===== config.mk =====
export PLATFORM = sky130hd
export DESIGN_NAME = bp_trace_decoder
export DESIGN_NICKNAME = d
export VERILOG_FILES = /design/src/rtl/bp_trace_decoder_pkg.sv /design/src/rtl/bp_trace_pc_fifo.sv /design/src/rtl/bp_trace_decoder.sv
export SDC_FILE = /design/constraint.sdc
export NUM_CORES = 1
export LEC_CHECK = 0
export ABC_AREA = 1
export BUFFER_PORTS_ARGS = -buffer_cell sky130_fd_sc_hd__buf_2
export CORE_MARGIN = 2
export CORE_UTILIZATION = 50
export CTS_CLUSTER_SIZE = 25
export DETAILED_ROUTE_END_ITERATION = 6
export PLACE_DENSITY = 0.71
export SETUP_SLACK_MARGIN = 0.1
export SYNTH_ARGS = -nofsm -noshare
export SYNTH_HDL_FRONTEND = slang
export SYNTH_HIERARCHICAL = 1
export SYNTH_SLANG_ARGS = --single-unit
export TNS_END_PERCENT = 100

===== constraint.sdc =====
create_clock -name clk_i -period 2.7 [get_ports clk_i]
set_clock_uncertainty 0.2 [all_clocks]
set_input_delay 0.27 -clock clk_i [delete_from_list [all_inputs] [get_ports clk_i]]
set_output_delay 0.27 -clock clk_i [all_outputs]
set_load 0.005 [all_outputs]

===== src/rtl/bp_trace_decoder_pkg.sv =====
// rtl/bp_trace_decoder_pkg.sv - Nexus trace packet types and decoder state encoding
package bp_trace_decoder_pkg;

  localparam int nexus_addr_width_gp  = 32;
  localparam int nexus_mcode_width_gp = 6;

  localparam logic [nexus_mcode_width_gp-1:0] NEXUS_MCODE_DIRECT_BRANCH = 6'd3;
  localparam logic [nexus_mcode_width_gp-1:0] NEXUS_MCODE_COMPRESSED    = 6'd33;

  typedef struct packed {
    logic [nexus_mcode_width_gp-1:0] mcode;
    logic [nexus_addr_width_gp-1:0]  addr;
  } nexus_trace_pkt_s;

  typedef enum logic {
    e_trace_unsync = 1'b0,
    e_trace_sync   = 1'b1
  } bp_trace_state_e;

endpackage


===== src/rtl/bp_trace_pc_fifo.sv =====
// rtl/bp_trace_pc_fifo.sv - Power-of-two PC FIFO with registered storage and synchronous clear
module bp_trace_pc_fifo #(
  parameter int width_p = 32,
  parameter int els_p   = 4
) (
  input  logic               clk_i,
  input  logic               reset_n_i,
  input  logic               clear_i,
  input  logic               push_i,
  input  logic [width_p-1:0] data_i,
  input  logic               pop_i,
  output logic [width_p-1:0] data_o,
  output logic               valid_o,
  output logic               full_o
);

  localparam int ptr_width_lp = $clog2(els_p);
  typedef logic [ptr_width_lp-1:0] ptr_t;
  typedef logic [ptr_width_lp:0]   cnt_t;
  localparam cnt_t els_lp = cnt_t'(els_p);

  logic [width_p-1:0] mem_r [els_p];
  ptr_t wr_ptr_r, rd_ptr_r;
  cnt_t count_r;
  logic do_push, do_pop;

  assign full_o  = (count_r == els_lp);
  assign valid_o = (count_r != '0);
  assign data_o  = mem_r[rd_ptr_r];

  assign do_push = push_i & ~full_o;
  assign do_pop  = pop_i & valid_o;

  // Storage is reset so the head reads zero straight out of reset.
  always_ff @(posedge clk_i or negedge reset_n_i) begin
    if (!reset_n_i) begin
      for (int i = 0; i < els_p; i++) mem_r[i] <= '0;
      wr_ptr_r <= '0;
      rd_ptr_r <= '0;
      count_r  <= '0;
    end else if (clear_i) begin
      wr_ptr_r <= '0;
      rd_ptr_r <= '0;
      count_r  <= '0;
    end else begin
      if (do_push) begin
        mem_r[wr_ptr_r] <= data_i;
        wr_ptr_r        <= wr_ptr_r + ptr_t'(1);
      end
      if (do_pop) rd_ptr_r <= rd_ptr_r + ptr_t'(1);
      case ({do_push, do_pop})
        2'b10:   count_r <= count_r + cnt_t'(1);
        2'b01:   count_r <= count_r - cnt_t'(1);
        default: count_r <= count_r;
      endcase
    end
  end

endmodule


===== src/rtl/bp_trace_decoder.sv =====
// rtl/bp_trace_decoder.sv - Rebuilds absolute committed PCs from a Nexus full/compressed packet stream
module bp_trace_decoder
  import bp_trace_decoder_pkg::*;
#(
  parameter int addr_width_p = 32,
  parameter int fifo_els_p   = 4,
  parameter int cnt_width_p  = 16
) (
  input  logic                    clk_i,
  input  logic                    reset_n_i,
  input  nexus_trace_pkt_s        trace_pkt_i,
  input  logic                    trace_valid_i,
  output logic                    trace_ready_o,
  input  logic                    flush_i,
  output logic [addr_width_p-1:0] pc_o,
  output logic                    pc_valid_o,
  input  logic                    pc_ready_i,
  output logic                    synced_o,
  output logic [cnt_width_p-1:0]  drop_cnt_o,
  output logic [cnt_width_p-1:0]  err_cnt_o
);

  typedef logic [cnt_width_p-1:0] cnt_t;

  bp_trace_state_e state_r, state_n;
  logic [addr_width_p-1:0] base_r, base_n, pkt_addr, sum, push_data;
  logic ready_en_r, fifo_full, accept, push, drop_inc, err_inc;

  // Holds ready low during reset and raises it on the first edge afterwards.
  always_ff @(posedge clk_i or negedge reset_n_i) begin
    if (!reset_n_i) ready_en_r <= 1'b0;
    else            ready_en_r <= 1'b1;
  end

  assign trace_ready_o = ready_en_r & ~fifo_full & ~flush_i;
  assign accept        = trace_valid_i & trace_ready_o;
  assign pkt_addr      = trace_pkt_i.addr[addr_width_p-1:0];
  assign sum           = base_r + pkt_addr;
  assign synced_o      = (state_r == e_trace_sync);

  always_comb begin
    state_n   = state_r;
    base_n    = base_r;
    push      = 1'b0;
    push_data = pkt_addr;
    drop_inc  = 1'b0;
    err_inc   = 1'b0;
    if (flush_i) begin
      state_n = e_trace_unsync;
    end else if (accept) begin
      case (trace_pkt_i.mcode)
        NEXUS_MCODE_DIRECT_BRANCH: begin
          base_n  = pkt_addr;
          push    = 1'b1;
          state_n = e_trace_sync;
        end
        NEXUS_MCODE_COMPRESSED: begin
          if (state_r == e_trace_sync) begin
            base_n    = sum;
            push      = 1'b1;
            push_data = sum;
          end else begin
            drop_inc = 1'b1;
          end
        end
        default: begin
          // Unknown packet means the base can no longer be trusted.
          err_inc = 1'b1;
          state_n = e_trace_unsync;
        end
      endcase
    end
  end

  always_ff @(posedge clk_i or negedge reset_n_i) begin
    if (!reset_n_i) begin
      state_r    <= e_trace_unsync;
      base_r     <= '0;
      drop_cnt_o <= '0;
      err_cnt_o  <= '0;
    end else begin
      state_r <= state_n;
      base_r  <= base_n;
      if (drop_inc && drop_cnt_o != '1) drop_cnt_o <= drop_cnt_o + cnt_t'(1);
      if (err_inc && err_cnt_o != '1)   err_cnt_o  <= err_cnt_o + cnt_t'(1);
    end
  end

  bp_trace_pc_fifo #(
    .width_p (addr_width_p),
    .els_p   (fifo_els_p)
  ) pc_fifo (
    .clk_i     (clk_i),
    .reset_n_i (reset_n_i),
    .clear_i   (flush_i),
    .push_i    (push),
    .data_i    (push_data),
    .pop_i     (pc_ready_i),
    .data_o    (pc_o),
    .valid_o   (pc_valid_o),
    .full_o    (fifo_full)
  );

endmodule


-- Yosys cells after proc, flatten, opt, wreduce, memory -nomap -nowiden
Cells that the tools add are included.
- word-level logic and storage cells: 85
- bits in registers: 201
- bits of input ports: 43
- output and inout port bits: 67
- $add $sub $neg: 7
- bitwise gates (word level): 9
- $lt $le $gt $ge: 3
- equal/unequal tests: 9
- muxes and demuxes: 32
- reduce and logical (&&, ||, !) cells: 13
- operator list (cell ; count):
    32-bit 2-to-1 mux ; 8
    128-bit bitwise mux ; 1
    32-bit binary-select mux with 2-bit select ; 1
    32-bit demux with 2-bit select ; 1
    32-bit one-hot mux with 2 select lines ; 1
    16-bit by 1-bit adder with 16-bit output, second input constant ; 2
    32-bit adder ; 1
    16-bit inequality test, second input constant ; 2
    1-bit 2-to-1 mux ; 12
    2-bit 2-to-1 mux ; 4
    2-bit nonzero test ; 4
    6-bit by 2-bit == test with 1-bit output, second input constant ; 1
    6-bit == test, second input constant ; 1
    3-bit greater-or-equal comparator, second input constant ; 2
    2-bit inverter with 3-bit output ; 2
    3-bit one-hot mux with 2 select lines ; 1
    3-bit nonzero test ; 2
    1-bit bitwise AND ; 5
    2-bit by 1-bit adder with 2-bit output, second input constant ; 2
    2-bit inequality test, second input constant ; 2
    1-bit one-hot mux with 2 select lines ; 2
    2-bit AND reduction ; 2
    4-bit AND reduction ; 1
    3-bit by 1-bit adder with 3-bit output, second input constant ; 1
    other kinds (9) ; 12

-- Longest topological paths before layout
- depth after elaboration: 11
- mapped depth: 18
- mapped depth without buffers: 17

-- Cells and area by module
The synthesis kept the hierarchy.
- modules (own cells, without submodules) (module ; times used ; cells each ; area an instance (um^2) ; seq. area each (um^2)):
    bp_trace_pc_fifo ; 1 ; 683 ; 6264.8 ; 3378.2
    bp_trace_decoder ; 1 ; 1024 ; 6246.0 ; 1651.6

-- Worst setup path after synthesis
No wires, ideal clock.
- path type: register -> register
- start: reg pc_fifo.count_r[0]
- end: reg pc_fifo.count_r[2]
- stages on the path, launching flop included: 19
- required time: 2.382 ns
- period minus slack after synthesis: 2.855 ns
- arrival time: 2.538 ns
- path slack: -0.155 ns
- setup time: 0.118 ns
- buffers on the path: 1
- cells stage by stage: dfrtp_1 -> nor2_2 -> nand2_2 -> inv_1 -> nor3_2 -> nand2_2 -> clkinv_4 -> nand3_4 -> nand2_2 -> buf_2 -> nand2_4 -> nand2_1 -> inv_1 -> fa_1 -> xor2_1 -> inv_1 -> nand2_1 -> nand3_1 -> nand2_1
- cells in the longest elaborated chain, start to end: 11
- elaborated cells on any way between the ends: 17
- those cells by class: add/sub (2); eq/ne (3); mux (4); bitwise (6); reduce/logical (2)
- RTL lines (element ; RTL line ; RTL):
    start, declared ; bp_trace_pc_fifo.sv:24 ; cnt_t count_r;
    start signal, assigned ; bp_trace_pc_fifo.sv:52 ; 2'b10: count_r <= count_r + cnt_t'(1);
    start signal, assigned ; bp_trace_pc_fifo.sv:53 ; 2'b01: count_r <= count_r - cnt_t'(1);
    start signal, assigned ; bp_trace_pc_fifo.sv:54 ; default: count_r <= count_r;
    3-bit == test * ; bp_trace_pc_fifo.sv:27 ; assign full_o = (count_r == els_lp);
    named net fifo_full ; bp_trace_decoder.sv:27 ; logic ready_en_r, fifo_full, accept, push, drop_inc, err_inc;
    1-bit inverter * ; bp_trace_decoder.sv:35 ; assign trace_ready_o = ready_en_r & ~fifo_full & ~flush_i;
    1-bit bitwise AND * (2 in a row) ; bp_trace_decoder.sv:35 ;
    named net trace_ready_o ; bp_trace_decoder.sv:13 ; output logic trace_ready_o,
    1-bit bitwise AND * ; bp_trace_decoder.sv:36 ; assign accept = trace_valid_i & trace_ready_o;
    1-bit 2-to-1 mux * ; bp_trace_decoder.sv:50 ; end else if (accept) begin
    1-bit 2-to-1 mux * ; bp_trace_decoder.sv:48 ; if (flush_i) begin
    named net push ; bp_trace_decoder.sv:27 ;
    1-bit bitwise AND * ; bp_trace_pc_fifo.sv:31 ; assign do_push = push_i & ~full_o;
    2-bit by 1-bit == test with 1-bit output / 2-bit == test (equally long branches) ; bp_trace_pc_fifo.sv:51 ; case ({do_push, do_pop})
    3-bit one-hot mux with 2 select lines ; bp_trace_pc_fifo.sv:51 ;
    3-bit 2-to-1 mux ; bp_trace_pc_fifo.sv:41 ; end else if (clear_i) begin
Mark *: on every way through the listed nets, which the timed path passes. The rest lies on a longest branch.
A chain may end at the register's enable or synchronous reset.

-- Worst setup path after layout
- start: reg base_r[0]
- end: reg pc_fifo/mem_r[24] (netlist bit)
- cells in the longest elaborated chain, start to end: 6
- RTL lines (element ; RTL line ; RTL):
    start, declared ; bp_trace_decoder.sv:26 ; logic [addr_width_p-1:0] base_r, base_n, pkt_addr, sum, push_data;
    start signal, assigned ; bp_trace_decoder.sv:83 ; base_r <= base_n;
    32-bit adder ; bp_trace_decoder.sv:38 ; assign sum = base_r + pkt_addr;
    32-bit 2-to-1 mux ; bp_trace_decoder.sv:58 ; if (state_r == e_trace_sync) begin
    32-bit 2-to-1 mux ; bp_trace_decoder.sv:51 ; case (trace_pkt_i.mcode)
    32-bit 2-to-1 mux ; bp_trace_decoder.sv:50 ;
    32-bit 2-to-1 mux ; bp_trace_decoder.sv:48 ;
    named net push_data[24] ; bp_trace_decoder.sv:26 ;
    128-bit bitwise mux ; bp_trace_pc_fifo.sv:47 ; mem_r[wr_ptr_r] <= data_i;
    end signal, assigned by index ; bp_trace_pc_fifo.sv:47 ;
    end, declared ; bp_trace_pc_fifo.sv:22 ; logic [width_p-1:0] mem_r [els_p];
The timed path passes the listed nets, and every way through them passes these cells.

==> impl_metrics.tcl <==
set metrics [dict create \
    power_frac_seq_pct 38.7 \
    diodes 0 \
    crit_type "reg2reg" \
    power.switching_mw 2.76 \
    synth_cells 1707 \
    r2r_start "base_r[0]" \
    cts_made_buffers 23 \
    core_region_area_mm2 0.0245 \
    synth_ff_type "dfrtp_1" \
    status "finished clean" \
    portBuffers 109 \
    hold_end "synced_o" \
    ctsRootBufferMaster "clkbuf_16" \
    critPathArrivalTime_ns 2.69 \
    drc 0 \
    postRouteAntennaNets 0 \
    async_flop_share_pct 100 \
    worstSetupEndpointType "flop" \
    area_growth_pct 19.0 \
    hold_start "flush_i" \
    hp-class "in2reg" \
    clock_power_share_pct 35.2 \
    fin_util_pct 60.9 \
    num_vias 11670 \
    finalSetupViolations 0 \
    drive_gt1_share_pct 19.1 \
    synth_seq_area_share_pct 40.2 \
    hold_viol_final 0 \
    fmaxAchievable_mhz 398 \
    fp.dieW_um 162 \
    grt_pass1_wl_um 55100 \
    fin_nets 1946 \
    reg2regPathDepth 16 \
    hpwlAfterDp_um 23900 \
    clock_latency_ns 0.51 \
    gr-total-overflow 0 \
    timing.final.crit_period_ns 2.51 \
    netlist_area_mm2 0.0125 \
    rows 57 \
    clk_pin_slew_ns 0.06 \
    grt_usage_pct 25.8 \
    io_pins 110 \
    fin_ws_ns 0.188 \
    grt_max_degree 67 \
    die_area_mm2 0.0263 \
    rr_endpoint "pc_fifo/mem_r[24]" \
    synth_edf_count 0 \
    grt_pass1_vias 10980 \
    stdcell_count 2202 \
    clock-sinks 201 \
    pre_cts_ws_ns -0.0116 \
    p_comb_share_pct 26.1 \
    dp_cells 2115 \
    tritoncts "built" \
    hold_ws_ns 0.0117 \
    slew_headroom_pct 47.1 \
    rsz0062_at_grt "false" \
    syn_avg_cell_area_um2 7.33 \
    ir_drop_uv 488 \
    cts-htree-levels 1 \
    hold_depth 3 \
    antenna_found_initial 0 \
    fin_crit_sh_pct 93.0 \
    wirelength_um 34200 \
    yosysUniqueCellTypes 44 \
    r2r_setup_slack_ns 0.19 \
    report.final.slew_viol_count 0 \
    start_util_pct 51.1 \
    crit_path_start_kind "flop" \
    place_congestion 0.943 \
    avgRoutedWirePerCell_um 15.5 \
    worst_slew_pin_slew_ns 0.786 \
    clockBufferDepth 3 \
    swShare_pct 32.2 \
    fp.dieH_um 162 \
    first_pass_iters 5 \
    drv_cap 0 \
    synth_fp_nets 1789 \
    cp_data_required_time_ns 2.88 \
    drtIter0Drc 923 \
    ys_warn_count 6 \
    p_per_area_mw_per_mm2 576 \
    synth-seq-cells 201 \
    p_int_mw 5.82 \
    critPathMaxFanout 4 \
    vias_per_cell 5.30 \
    fillers 2204 \
    leakage_nw 7.79 \
]
## cells by family after synthesis
logic type	after synthesis	synth area share [%]
DFF	201	40.2
AOI/OAI and AO/OA	332	15.4
buffers and inverters	267	9.83
and+or+nand+nor	823	27.4
other	1	0.0300
adders and majority gates	39	4.02
xor gates and xnor gates	44	3.08
## sequential cells by signal, summed over array words and instances (netlist names)
signal and flops:
base_r 32, drop_cnt_o 16, pc_fifo/wr_ptr_r 2, pc_fifo/rd_ptr_r 2, pc_fifo/count_r 3, err_cnt_o 16
ready_en_r 1, pc_fifo/mem_r 128, synced_o 1
## final cells by class
type	count	area (um^2)	share of cell area (%)
Multi-Input combinational cell	1239	6610	44.4
Timing Repair Buffer	191	1320	8.88
Sequential cell	201	5030	33.8
Clock inverter	6	61.3	0.412
Clock buffer	33	663	4.45
Tap cell	324	405	2.72
Inverter	208	800	5.37
## through the flow
stage	TNS, ns	power [mW]	area [um^2]
6_report	0	8.58	14900
2_1_floorplan	0	4.65	12600
4_1_cts	0	8.52	14500
5_1_grt	0	9.05	14900
3_5_place_dp	-0.0166	5.42	13400
3_3_place_gp	0	5.39	13400
## cells in the final DEF, fill, tap and decap left out, types with 6 or more instances in the layout
| master | count |
|---|---|
| buf_2 | 108 |
| dfrtp_1 | 200 |
| clkbuf_8 | 6 |
| inv_1 | 195 |
| nand2_2 | 19 |
| xor2_1 | 31 |
| buf_4 | 42 |
| a21oi_2 | 7 |
| nand2_4 | 8 |
| nand3_1 | 53 |
| xnor2_1 | 11 |
| nand3_2 | 6 |
| ha_4 | 11 |
| ha_1 | 17 |
| dlygate4sd3_1 | 33 |
| clkbuf_16 | 23 |
| a31oi_1 | 6 |
| o21ai_2 | 59 |
| nand2_1 | 541 |
| a21oi_1 | 49 |
| nand4_1 | 10 |
| nor2_2 | 14 |
| o21ai_0 | 94 |
| nor3_1 | 11 |
| o22ai_1 | 32 |
| nor2_1 | 134 |
| ha_2 | 9 |
| o21ai_1 | 81 |
| inv_2 | 7 |
## power groups by stage
| stage | combinational, mW | sequential [mW] | clock, mW |
|---|---|---|---|
| global route | 2.51 | 3.34 | 3.20 |
| global placement | 2.04 | 3.35 | 0 |
| finish | 2.24 | 3.32 | 3.02 |
| floorplan | 1.31 | 3.34 | 0 |
| CTS | 2.14 | 3.31 | 3.07 |
| detailed placement | 2.07 | 3.36 | 0 |
## Yosys cell counts (5+ instances only)
cell type	n	share of area, %
nor3_1	12	0.48
o21ai_1	78	3.1
nand4_1	10	0.50
nand2_2	7	0.35
o21ai_0	101	4.0
dfrtp_1	201	40
o22ai_1	32	1.6
a31oi_1	7	0.35
nand3_1	59	2.4
xnor2_1	11	0.77
nor2_2	5	0.25
o21ai_2	55	3.9
a21oi_1	55	2.2
nand2_4	8	0.72
buf_2	7	0.28
nor2_1	143	4.3
clkbuf_1	23	0.69
xor2_1	33	2.3
nand2_1	555	17
buf_6	27	2.4
ha_1	37	3.7
inv_1	202	6.1
## what timing repair did
item / CTS / global route
hold buffers: 33 / 0
endpoints found under the hold margin: 191 / 0
endpoints found under the setup margin: 26 / 138
pin swaps: 0 / 9
resized for setup: 6 / 77
setup buffers: 1 / 14
## worst max-delay path, stage by stage (launching register included)
cell     delay, ns
dfrtp_1       0.42
ha_4          0.19
fa_2          0.42
nand3_1       0.11
nand3_2       0.11
nand2_1       0.10
nand2_2       0.08
nand2_1       0.08
nand2_2       0.07
nand2_2       0.07
nand2_1       0.05
nand2_1       0.07
nand2_1       0.05
nand2_1       0.05
o21ai_0       0.09
inv_1         0.15
o21ai_1       0.09
## how the worst max path moves through the flow
stage	endpoint	slack (ns)	cells after the start	from
finish	pc_fifo/mem_r[24]	0.19	16	base_r[0]
global placement	pc_fifo/mem_r[24]	0.02	17	trace_pkt_i[0]
floorplan	pc_fifo/count_r[2]	0.13	18	pc_fifo/count_r[0]
global route	pc_fifo/mem_r[56]	0.07	16	base_r[0]
detailed placement	pc_fifo/mem_r[24]	-0.01	17	trace_pkt_i[0]
CTS	pc_fifo/mem_r[127]	0.09	15	base_r[14]
## per-layer routing
layer,GRT usage (%),vias to the layer above,wire length [um],share of wire [%]
met5,0,-,0,0
li1,-,5778,-,-
met3,2.73,74,1790,5.3
met4,7.72,0,1040,3.0
met1,36.4,5470,15600,46
met2,42.2,348,15700,46
(Power assumes the default switching activity.)
